### config.mk
export PLATFORM = sky130hd
export DESIGN_NAME = player_move_encoder
export DESIGN_NICKNAME = d
export VERILOG_FILES = /design/src/rtl/tow_pkg.sv /design/src/rtl/key_debouncer.sv /design/src/rtl/player_move_encoder.sv
export SDC_FILE = /design/constraint.sdc
export NUM_CORES = 1
export LEC_CHECK = 0
export CORE_AREA = 5 5 54 51
export DETAILED_ROUTE_END_ITERATION = 6
export DIE_AREA = 0 0 59 56
export PLACE_DENSITY = 0.55
export SLEW_MARGIN = 5
export SYNTH_ARGS = -nofsm -noshare
export SYNTH_HDL_FRONTEND = slang
export SYNTH_SLANG_ARGS = --single-unit
### constraint.sdc
create_clock -name clk -period 2 [get_ports clk]
set_clock_uncertainty 0.2 [all_clocks]
set_input_delay 0.6 -clock clk [delete_from_list [all_inputs] [get_ports clk]]
set_output_delay 0.6 -clock clk [all_outputs]
set_load 0.02 [all_outputs]
### src/rtl/tow_pkg.sv
// Shared types and constants for the tug-of-war key front end.
// The move code carries one-cycle press pulses: [1] = left player, [0] = right player.
package tow_pkg;

    typedef logic [1:0] move_t;

    localparam move_t MOVE_NONE = 2'b00;
    localparam move_t MOVE_R    = 2'b01;
    localparam move_t MOVE_L    = 2'b10;

    typedef enum logic [1:0] {
        IDLE       = 2'd0,
        PRESS_WAIT = 2'd1,
        HELD       = 2'd2,
        REL_WAIT   = 2'd3
    } key_state_e;

    // Simultaneous presses cancel; game over swallows everything.
    function automatic move_t encode_move(input logic pl, input logic pr, input logic go);
        move_t m;
        m = MOVE_NONE;
        if (go) begin
            m = MOVE_NONE;
        end else begin
            m = {pl & ~pr, pr & ~pl};
        end
        return m;
    endfunction

endpackage

### src/rtl/key_debouncer.sv
// One push-button: 2-FF synchroniser, press/release debounce FSM with a
// saturating counter, and a single-cycle press pulse on an accepted press.
module key_debouncer
    import tow_pkg::*;
#(
    parameter int DEBOUNCE_CYCLES = 4,
    parameter int CNT_W           = $clog2(DEBOUNCE_CYCLES + 1)
) (
    input  logic clk,
    input  logic reset,
    input  logic key_n,
    output logic press_pulse
);

    localparam logic [CNT_W-1:0] CNT_MAX  = CNT_W'(DEBOUNCE_CYCLES);
    localparam logic [CNT_W-1:0] CNT_ONE  = CNT_W'(1);
    localparam logic [CNT_W-1:0] CNT_ZERO = CNT_W'(0);

    logic             sync1_q;
    logic             sync2_q;
    logic             k_s;
    key_state_e       state_q, state_d;
    logic [CNT_W-1:0] cnt_q, cnt_d;

    assign k_s = sync2_q;

    // Synchroniser on the inverted key so that 1 means pressed.
    always_ff @(posedge clk or negedge reset) begin
        if (!reset) begin
            sync1_q <= 1'b0;
            sync2_q <= 1'b0;
        end else begin
            sync1_q <= ~key_n;
            sync2_q <= sync1_q;
        end
    end

    // State and debounce counter registers; HELD at reset forces a clean release first.
    always_ff @(posedge clk or negedge reset) begin
        if (!reset) begin
            state_q <= HELD;
            cnt_q   <= CNT_ZERO;
        end else begin
            state_q <= state_d;
            cnt_q   <= cnt_d;
        end
    end

    // Next-state, counter and pulse decode.
    always_comb begin
        state_d     = state_q;
        cnt_d       = cnt_q;
        press_pulse = 1'b0;
        case (state_q)
            IDLE: begin
                if (k_s) begin
                    state_d = PRESS_WAIT;
                    cnt_d   = CNT_ONE;
                end else begin
                    cnt_d   = CNT_ZERO;
                end
            end
            PRESS_WAIT: begin
                if (!k_s) begin
                    state_d = IDLE;
                    cnt_d   = CNT_ZERO;
                end else if (cnt_q < CNT_MAX) begin
                    cnt_d   = cnt_q + CNT_ONE;
                end else begin
                    state_d     = HELD;
                    cnt_d       = CNT_ZERO;
                    press_pulse = 1'b1;
                end
            end
            HELD: begin
                if (!k_s) begin
                    state_d = REL_WAIT;
                    cnt_d   = CNT_ONE;
                end else begin
                    cnt_d   = CNT_ZERO;
                end
            end
            REL_WAIT: begin
                if (k_s) begin
                    state_d = HELD;
                    cnt_d   = CNT_ZERO;
                end else if (cnt_q < CNT_MAX) begin
                    cnt_d   = cnt_q + CNT_ONE;
                end else begin
                    state_d = IDLE;
                    cnt_d   = CNT_ZERO;
                end
            end
            default: begin
                state_d = HELD;
                cnt_d   = CNT_ZERO;
            end
        endcase
    end

endmodule

### src/rtl/player_move_encoder.sv
// Tug-of-war front end: two debounced keys combined into a registered
// one-cycle move code, with press cancellation and game-over suppression.
module player_move_encoder
    import tow_pkg::*;
#(
    parameter int DEBOUNCE_CYCLES = 4,
    parameter int CNT_W           = $clog2(DEBOUNCE_CYCLES + 1)
) (
    input  logic       clk,
    input  logic       reset,
    input  logic       key_l_n,
    input  logic       key_r_n,
    input  logic       game_over,
    output logic [1:0] move
);

    logic  pulse_l_s;
    logic  pulse_r_s;
    move_t move_q, move_d;

    key_debouncer #(
        .DEBOUNCE_CYCLES (DEBOUNCE_CYCLES),
        .CNT_W           (CNT_W)
    ) u_key_l (
        .clk         (clk),
        .reset       (reset),
        .key_n       (key_l_n),
        .press_pulse (pulse_l_s)
    );

    key_debouncer #(
        .DEBOUNCE_CYCLES (DEBOUNCE_CYCLES),
        .CNT_W           (CNT_W)
    ) u_key_r (
        .clk         (clk),
        .reset       (reset),
        .key_n       (key_r_n),
        .press_pulse (pulse_r_s)
    );

    // Move code for the coming cycle.
    always_comb begin
        move_d = MOVE_NONE;
        move_d = encode_move(pulse_l_s, pulse_r_s, game_over);
    end

    // Move output register.
    always_ff @(posedge clk or negedge reset) begin
        if (!reset) begin
            move_q <= MOVE_NONE;
        end else begin
            move_q <= move_d;
        end
    end

    assign move = move_q;

endmodule

==> results.json, run 1 <==
{
  "status": "complete, no violations",
  "clock-sinks": 16,
  "area_growth_pct": 20.9,
  "antenna_found_initial": 0,
  "slowest_delay_ns": 0.36,
  "leakagePower_nw": 0.336,
  "drtIter0Drc": 0,
  "die-area_um2": 3300,
  "critPathLaunchType": "flop",
  "numCtsBuffers": 3,
  "gp_congestion": 0.685,
  "layout_common_cells": "dfrtp_1 (14), and4bb_2 (4), clkdlybuf4s50_1 (4)",
  "synth_nets": 47,
  "min_from": "u_key_l.sync1_q",
  "yosysTopAreaCell": "dfrtp_1",
  "timing.hold.ws_ns": 0.156,
  "finalPower_mw": 0.741,
  "fmax_ghz": 0.572,
  "clock_latency_ns": 0.28,
  "chipWidth_um": 59,
  "path_clk_slew_ns": 0.09,
  "fin_nets": 59,
  "crit_path_end_kind": "primary output",
  "diodes": 0,
  "vdd_drop_max_mv": 0.474,
  "rsz0062_at_grt": "false",
  "cap_violations": 0,
  "setup_viol": 0,
  "grt_pass1_wl_um": 1550,
  "cp-startpoint": "move[1]",
  "path_buf_inv": 1,
  "reg2regPathDepth": 2,
  "crit_family": "flip-flops",
  "dr.pass1.iters": 1,
  "tns_ns": 0,
  "slew_headroom": 0.794,
  "synth_cell_types": 15,
  "chipHeight_um": 56,
  "path_depth": 1,
  "fin_util": 0.341,
  "fillers": 232,
  "syn_inst": 40,
  "final_common_cell": "dfrtp_1",
  "fp.coreArea_um2": 2120,
  "vias": 325,
  "crit_chain": "dlygate4sd2_1",
  "drive_above_1_share": 0.235,
  "seq_area_frac_synth": 0.674,
  "io_pins": 7,
  "fin_crit_sh": 0.875,
  "hold_depth": 0,
  "h-tree-depth": 1,
  "rows": 16,
  "slowest_stage": "dfrtp_1",
  "worst-setup-path-type": "reg2out",
  "route.detailed.drc": 0,
  "wl_um": 803,
  "hold_viol_final": 0,
  "synth_area_per_cell_um2": 15.0,
  "syn-cell-area_um2": 598,
  "worst_pin_slew_ns": 0.306,
  "path_max_fanout": 1,
  "cts_tree": "done",
  "grt_pass1_vias": 351,
  "critPathArrivalTime_ns": 0.95,
  "vias_per_cell": 4.17,
  "ant_nets": 0,
  "globalRouteTotalUtil": 0.0643,
  "synth_top_area_frac": 0.586,
  "grt_overflow": 0,
  "routedWlPerCell_um": 10.3,
  "power.density_nw_per_um2": 1030,
  "yosysWarnings": 0,
  "portBuffers": 6,
  "cp.required_ns": 1.20,
  "synth_area_leaders": "dfrtp_1 (59%), dfstp_2 (8.8%), and4bb_2 (8.4%)",
  "min-delay-path-class": "reg2reg",
  "start_util": 0.282,
  "maxSlewViolCount": 0,
  "clk_path_buf_depth": 2,
  "grt_max_degree": 17,
  "finalWorstPathRequiredPeriod_ns": 1.75,
  "root_buffer": "clkbuf_4",
  "place.detailed.hpwl_um": 575,
  "synth.ff_latch_count": 16
}
==> cell usage after synthesis <==
master,number
dfrtp_1,14
and4bb_2,4
a21oi_1,2
dfstp_2,2
ha_1,2
inv_1,2
mux2_2,2
nand2_1,2
nor2_1,2
o21a_1,2
xnor2_1,2
and3b_1,1
and4b_1,1
nand4b_1,1
nor3_1,1
==> logic make-up (layout without fill, tap and decap cells) <==
group / count (synthesis) / in the layout / share of synthesized area
flops: 16 / 16 / 0.674
simple gates: 12 / 12 / 0.163
compound gates: 4 / 4 / 0.0418
xor+xnor: 2 / 2 / 0.0293
buf+inv: 2 / 13 / 0.0126
mux: 2 / 2 / 0.0377
fa+ha+maj: 2 / 2 / 0.0418
==> layout make-up <==
type	instances	area (um^2)	share of cell area
Multi-Input combinational cell	22	188	0.260
Inverter	2	7.51	0.0104
Timing Repair Buffer	7	65.1	0.0900
Clock buffer	4	26.3	0.0363
Tap cell	27	33.8	0.0467
Sequential cell	16	403	0.557
==> worst paths after layout <==
| kind | endpoint | slack (ns) |
|---|---|---|
| max in group asynchronous | asynchronous set/reset pin | 0.93 |
| hold / removal | u_key_l.k_s | 0.16 |
| min in group asynchronous | u_key_r.cnt_q[2] | 0.42 |
| hold reg to reg | u_key_l.k_s | 0.16 |
| setup / recovery | move[1] | 0.25 |
| setup reg to reg | u_key_r.cnt_q[2] | 0.69 |
==> repair_timing <==
action / CTS / global route
hold endpoints to repair: 0 / 0
hold buffers: 0 / 0
setup buffers: 0 / 0
resized for setup: 2 / 0
endpoints found under the setup margin: 2 / 0
==> per-layer routing <==
layer	global-route usage	vias to the layer above	wire length [um]
met5	0	-	0
li1	-	163	-
met2	0.0852	8	329
met1	0.0815	152	386
met3	0.0464	2	74
met4	0.0194	0	13
==> where the power goes <==
group | internal (mW) | leakage, nW | switching (mW)
clock | 0.0773 | 0.0150 | 0.0927
combinational | 0.0760 | 0.123 | 0.0468
sequential | 0.398 | 0.198 | 0.0503
==> metrics by stage <==
stage          cells  worst slack (ns)  instance area (um^2)
3_5_place_dp      74             0.305                   699
2_1_floorplan     40             0.756                   598
5_1_grt           78             0.213                   723
3_3_place_gp      74             0.307                   699
6_report          78             0.250                   723
4_1_cts           78             0.234                   723
No activity file was read; power rests on OpenSTA's default activity.
==> inputs of run 2 (changes only) <==
--- a/config.mk
+++ b/config.mk
@@ -5,10 +5,9 @@
 export SDC_FILE = /design/constraint.sdc
 export NUM_CORES = 1
 export LEC_CHECK = 0
-export CORE_AREA = 5 5 54 51
+export CORE_AREA = 5 5 46 58
 export DETAILED_ROUTE_END_ITERATION = 6
-export DIE_AREA = 0 0 59 56
-export PLACE_DENSITY = 0.55
+export DIE_AREA = 0 0 51 63
 export SLEW_MARGIN = 5
 export SYNTH_ARGS = -nofsm -noshare
 export SYNTH_HDL_FRONTEND = slang
==> run 2 against run 1 <==
- clock-buffer cell count unchanged
- setup slack worse by 0.013 ns
- non-clock buffer count is the same
- sequential power about the same
- critical path depth unchanged
- core utilization up 0.22 points
- final cell count is 7.7% lower
- combinational power is essentially flat
- clock power increased by 23%
- global-route usage about the same
- worst hold slack better by 0.0092 ns
- largest cell class unchanged
==> results.json, run 2 (synthesis gave the netlist of run 1 again) <==
{
  "finalPower_mw": 0.778,
  "maxSlewViolCount": 0,
  "final_common_cell": "dfrtp_1",
  "p_switching_mw": 0.194,
  "seqCellArea_um2": 403,
  "r2r_setup_slack_ns": 0.70,
  "diodes": 0,
  "drtIter0Drc": 6,
  "setup_viol": 0,
  "root_buffer": "clkbuf_4",
  "worst-setup-path-type": "reg2out",
  "chipHeight_um": 63,
  "critPathArrivalTime_ns": 0.96,
  "die-area_um2": 3210,
  "worst_pin_slew_ns": 0.288,
  "crit_family": "flip-flops",
  "layout_common_cells": "dfrtp_1 (14), and4bb_2 (4), clkdlybuf4s50_1 (4)",
  "cts_tree": "done",
  "vdd_drop_max_mv": 0.376,
  "status": "complete, no violations",
  "critPathLaunchType": "flop",
  "leakagePower_nw": 0.342,
  "hold_depth": 0,
  "crit_path_end_kind": "primary output",
  "fin_crit_sh": 0.881,
  "antenna_found_initial": 0,
  "area_growth_pct": 21.3,
  "vias_per_cell": 4.76,
  "worst_slack_ns": 0.238,
  "h-tree-depth": 1,
  "slowest_delay_ns": 0.36,
  "r2r-end": "u_key_l.cnt_q[1]",
  "vias": 343,
  "fmax_ghz": 0.567,
  "gp_congestion": 0.582,
  "cts_resized": 2,
  "grt_overflow": 0,
  "dp_slack_ns": 0.301,
  "p_clk_frac": 0.269,
  "clock_latency_ns": 0.29,
  "drive_above_1_share": 0.255,
  "fp.coreArea_um2": 2120,
  "fillers": 204,
  "combPwrFrac": 0.155,
  "min_from": "u_key_r.sync1_q",
  "internal_power_mw": 0.584,
  "path_buf_inv": 1,
  "cap_violations": 0,
  "slowest_stage": "dfrtp_1",
  "slew_headroom": 0.807,
  "switching_share": 0.249,
  "io_pins": 7,
  "path_max_fanout": 1,
  "path_clk_slew_ns": 0.09,
  "chipWidth_um": 51,
  "rows": 19,
  "dr.pass1.iters": 4,
  "globalRouteTotalUtil": 0.0646,
  "cp.required_ns": 1.20,
  "ant_nets": 0,
  "clk_path_buf_depth": 2,
  "whs_endpoint": "u_key_r.k_s",
  "power.density_nw_per_um2": 1070,
  "numCtsBuffers": 3,
  "finalWorstPathRequiredPeriod_ns": 1.76,
  "multi_input_area_um2": 188,
  "crit_chain": "dlygate4sd2_1",
  "rsz0062_at_grt": "false",
  "cts_hold_buf": 0,
  "fin_nets": 59,
  "hold_viol_final": 0,
  "tns_ns": 0,
  "routedWlPerCell_um": 10.9,
  "route.detailed.drc": 0,
  "fin_util": 0.343,
  "grt_max_degree": 17,
  "portBuffers": 6,
  "start_util": 0.283,
  "reg2regPathDepth": 2,
  "min-delay-path-class": "reg2reg",
  "grt_pass1_wl_um": 1420,
  "clock-sinks": 16,
  "grt_pass1_vias": 353,
  "cts_setup_buffers": 0,
  "wl_um": 782,
  "seqPwrFrac": 0.576
}
-- run 2: cell count changes in the layout (fill, tap and decap cells not counted) --
cell / previous run / this run
clkbuf_8: 0 / 1
clkbuf_1: 1 / 0
-- run 2: how the worst max path moves through the flow --
| stage | from | endpoint | slack, ns | depth (start not counted) |
|---|---|---|---|---|
| after floorplan | flop | u_key_r.cnt_q[1] | 0.76 | 2 |
| after global placement | move[0] | move[0] | 0.31 | 1 |
| after detailed placement | move[0] | move[0] | 0.30 | 1 |
| after CTS | move[0] | move[0] | 0.22 | 1 |
| after global routing | move[0] | move[0] | 0.19 | 1 |
| final | move[0] | move[0] | 0.24 | 1 |
-- run 2: power groups by stage --
stage / registers (mW) / clock network, mW / logic (mW)
6_report: 0.448 / 0.209 / 0.120
5_1_grt: 0.459 / 0.231 / 0.145
4_1_cts: 0.449 / 0.222 / 0.124
3_5_place_dp: 0.456 / 0 / 0.124
3_3_place_gp: 0.450 / 0 / 0.119
2_1_floorplan: 0.443 / 0 / 0.0937
-- run 2: final cells by class --
type | instances | area share
flip-flops and latches | 16 | 0.555
multi-input cells | 22 | 0.259
repair buffers | 7 | 0.0897
clock buffers | 4 | 0.0500
well taps | 21 | 0.0362
inverters | 2 | 0.0103
-- run 2: per-layer routing --
metal / vias to the layer above / global-route usage / wire length, um
li1: 165 / - / -
met1: 163 / 0.0599 / 314
met2: 9 / 0.0903 / 363
met3: 6 / 0.0310 / 56
met4: 0 / 0.0808 / 47
met5: - / 0 / 0
-- run 2: through the flow --
step | area [um^2] | cells | hold WS [ns]
after floorplan | 598 | 40 | 0.104
after global placement | 692 | 68 | 0.133
after detailed placement | 692 | 68 | 0.145
after CTS | 726 | 72 | 0.171
after global routing | 726 | 72 | 0.172
final | 726 | 72 | 0.165
==> inputs of run 3 (changes only) <==
--- a/config.mk
+++ b/config.mk
@@ -5,9 +5,9 @@
 export SDC_FILE = /design/constraint.sdc
 export NUM_CORES = 1
 export LEC_CHECK = 0
-export CORE_AREA = 5 5 46 58
+export CORE_AREA = 5 5 43 45
 export DETAILED_ROUTE_END_ITERATION = 6
-export DIE_AREA = 0 0 51 63
+export DIE_AREA = 0 0 48 50
 export SLEW_MARGIN = 5
 export SYNTH_ARGS = -nofsm -noshare
 export SYNTH_HDL_FRONTEND = slang
==> run 3 against run 2 <==
- sequential power is 0.9% higher
- fmax barely moved
- final cell count decreased by 6.9%
- total power rose by 1.0%
- combinational power is 5% higher
- worst hold slack worse by 0.011 ns
==> results.json, run 3 (synthesis gave the netlist of run 1 again) <==
{
  "status": "complete, no violations",
  "fin_crit_sh": 0.882,
  "cp.required_ns": 1.20,
  "fmax_ghz": 0.567,
  "routedWlPerCell_um": 13.2,
  "path_max_fanout": 1,
  "slowest_stage": "dfrtp_1",
  "area_growth_pct": 20.3,
  "critPathLaunchType": "flop",
  "fin_nets": 59,
  "fp.coreArea_um2": 1440,
  "h-tree-depth": 1,
  "root_buffer": "clkbuf_4",
  "dr.pass1.iters": 2,
  "place.detailed.hpwl_um": 634,
  "vias": 346,
  "slew_headroom": 0.797,
  "final_common_cell": "dfrtp_1",
  "portBuffers": 6,
  "path_buf_inv": 1,
  "chipWidth_um": 48,
  "rows": 14,
  "route.detailed.drc": 0,
  "critPathArrivalTime_ns": 0.96,
  "crit_family": "flip-flops",
  "dp_slack_ns": 0.302,
  "finalPower_mw": 0.786,
  "power.density_nw_per_um2": 1090,
  "cts_resized": 2,
  "use_met1": 0.116,
  "worst_pin_slew_ns": 0.303,
  "gp_congestion": 0.753,
  "cts_tree": "done",
  "dp_cells": 63,
  "grt_max_degree": 17,
  "fin_util": 0.501,
  "drive_above_1_share": 0.255,
  "drtIter0Drc": 1,
  "hold_viol_final": 0,
  "combPwrFrac": 0.160,
  "wl_um": 885,
  "worst_slack_ns": 0.237,
  "io_pins": 7,
  "grt_overflow": 0,
  "min-delay-path-class": "reg2reg",
  "seqPwrFrac": 0.575,
  "grt-busiest-layer": "met2",
  "switching_share": 0.255,
  "crit_path_end_kind": "primary output",
  "die-area_um2": 2400,
  "diodes": 0,
  "start_util": 0.416,
  "worst-setup-path-type": "reg2out",
  "path_clk_slew_ns": 0.09,
  "grt_pass1_vias": 354,
  "clk_path_buf_depth": 2,
  "leakagePower_nw": 0.342,
  "maxSlewViolCount": 0,
  "numCtsBuffers": 3,
  "globalRouteMet3Util": 0.0436,
  "slowest_delay_ns": 0.37,
  "vias_per_cell": 5.16,
  "internal_power_mw": 0.586,
  "chipHeight_um": 50,
  "cts_hold_buf": 0,
  "p_clk_frac": 0.265,
  "crit_chain": "dlygate4sd2_1",
  "tns_ns": 0,
  "finalWorstPathRequiredPeriod_ns": 1.76,
  "cts_setup_buffers": 0,
  "clock_latency_ns": 0.27,
  "antenna_found_initial": 0,
  "grt_pass1_wl_um": 1580,
  "use_met2": 0.137,
  "p_switching_mw": 0.200,
  "globalRouteTotalUtil": 0.0961,
  "fin_cells": 67,
  "setup_viol": 0,
  "clock-sinks": 16,
  "layout_common_cells": "dfrtp_1 (14), and4bb_2 (4), clkdlybuf4s50_1 (4)",
  "vdd_drop_max_mv": 0.506,
  "cap_violations": 0,
  "ant_nets": 0,
  "rsz0062_at_grt": "false"
}
## run 3: cell counts in the layout (fill, tap and decap cells not counted)
Identical to the previous run, type by type.
## run 3: power groups by stage
stage          clock, mW  combinational [mW]  sequential (mW)
6_report           0.208               0.126            0.452
2_1_floorplan          0              0.0937            0.443
3_5_place_dp           0               0.129            0.458
3_3_place_gp           0               0.115            0.448
5_1_grt            0.233               0.143            0.461
4_1_cts            0.217               0.129            0.451
## run 3: area by class of cell
type | count | area [um^2]
inverter | 2 | 7.51
fill | 133 | 717
multi-input combinational | 22 | 188
sequential | 16 | 403
tap | 16 | 20.0
clock buffer | 4 | 36.3
timing repair buffer | 7 | 65.1
## run 3: worst paths after layout
check                                startpoint                         end  slack, ns  cells past startpoint
worst min register to register  u_key_l.sync1_q                 u_key_l.k_s       0.15                      0
worst max register to register             flop            u_key_r.cnt_q[2]       0.68                      2
max in group asynchronous                 reset  asynchronous set/reset pin       0.92                      2
min in group asynchronous                 reset                     move[1]       0.43                      2
worst max-delay path                    move[1]                     move[1]       0.24                      1
worst min-delay path            u_key_l.sync1_q                 u_key_l.k_s       0.15                      0
## run 3: layer usage
| metal | vias up | part of all wire |
|---|---|---|
| li1 | 164 | - |
| met1 | 175 | 0.46 |
| met2 | 7 | 0.48 |
| met3 | 0 | 0.059 |
| met4 | 0 | 0 |
| met5 | - | 0 |
## run 3: metrics by stage
| step | hold WS [ns] | cell area, um^2 |
|---|---|---|
| 2_1_floorplan | 0.104 | 598 |
| 3_3_place_gp | 0.133 | 686 |
| 3_5_place_dp | 0.137 | 686 |
| 4_1_cts | 0.158 | 719 |
| 5_1_grt | 0.162 | 719 |
| 6_report | 0.155 | 719 |
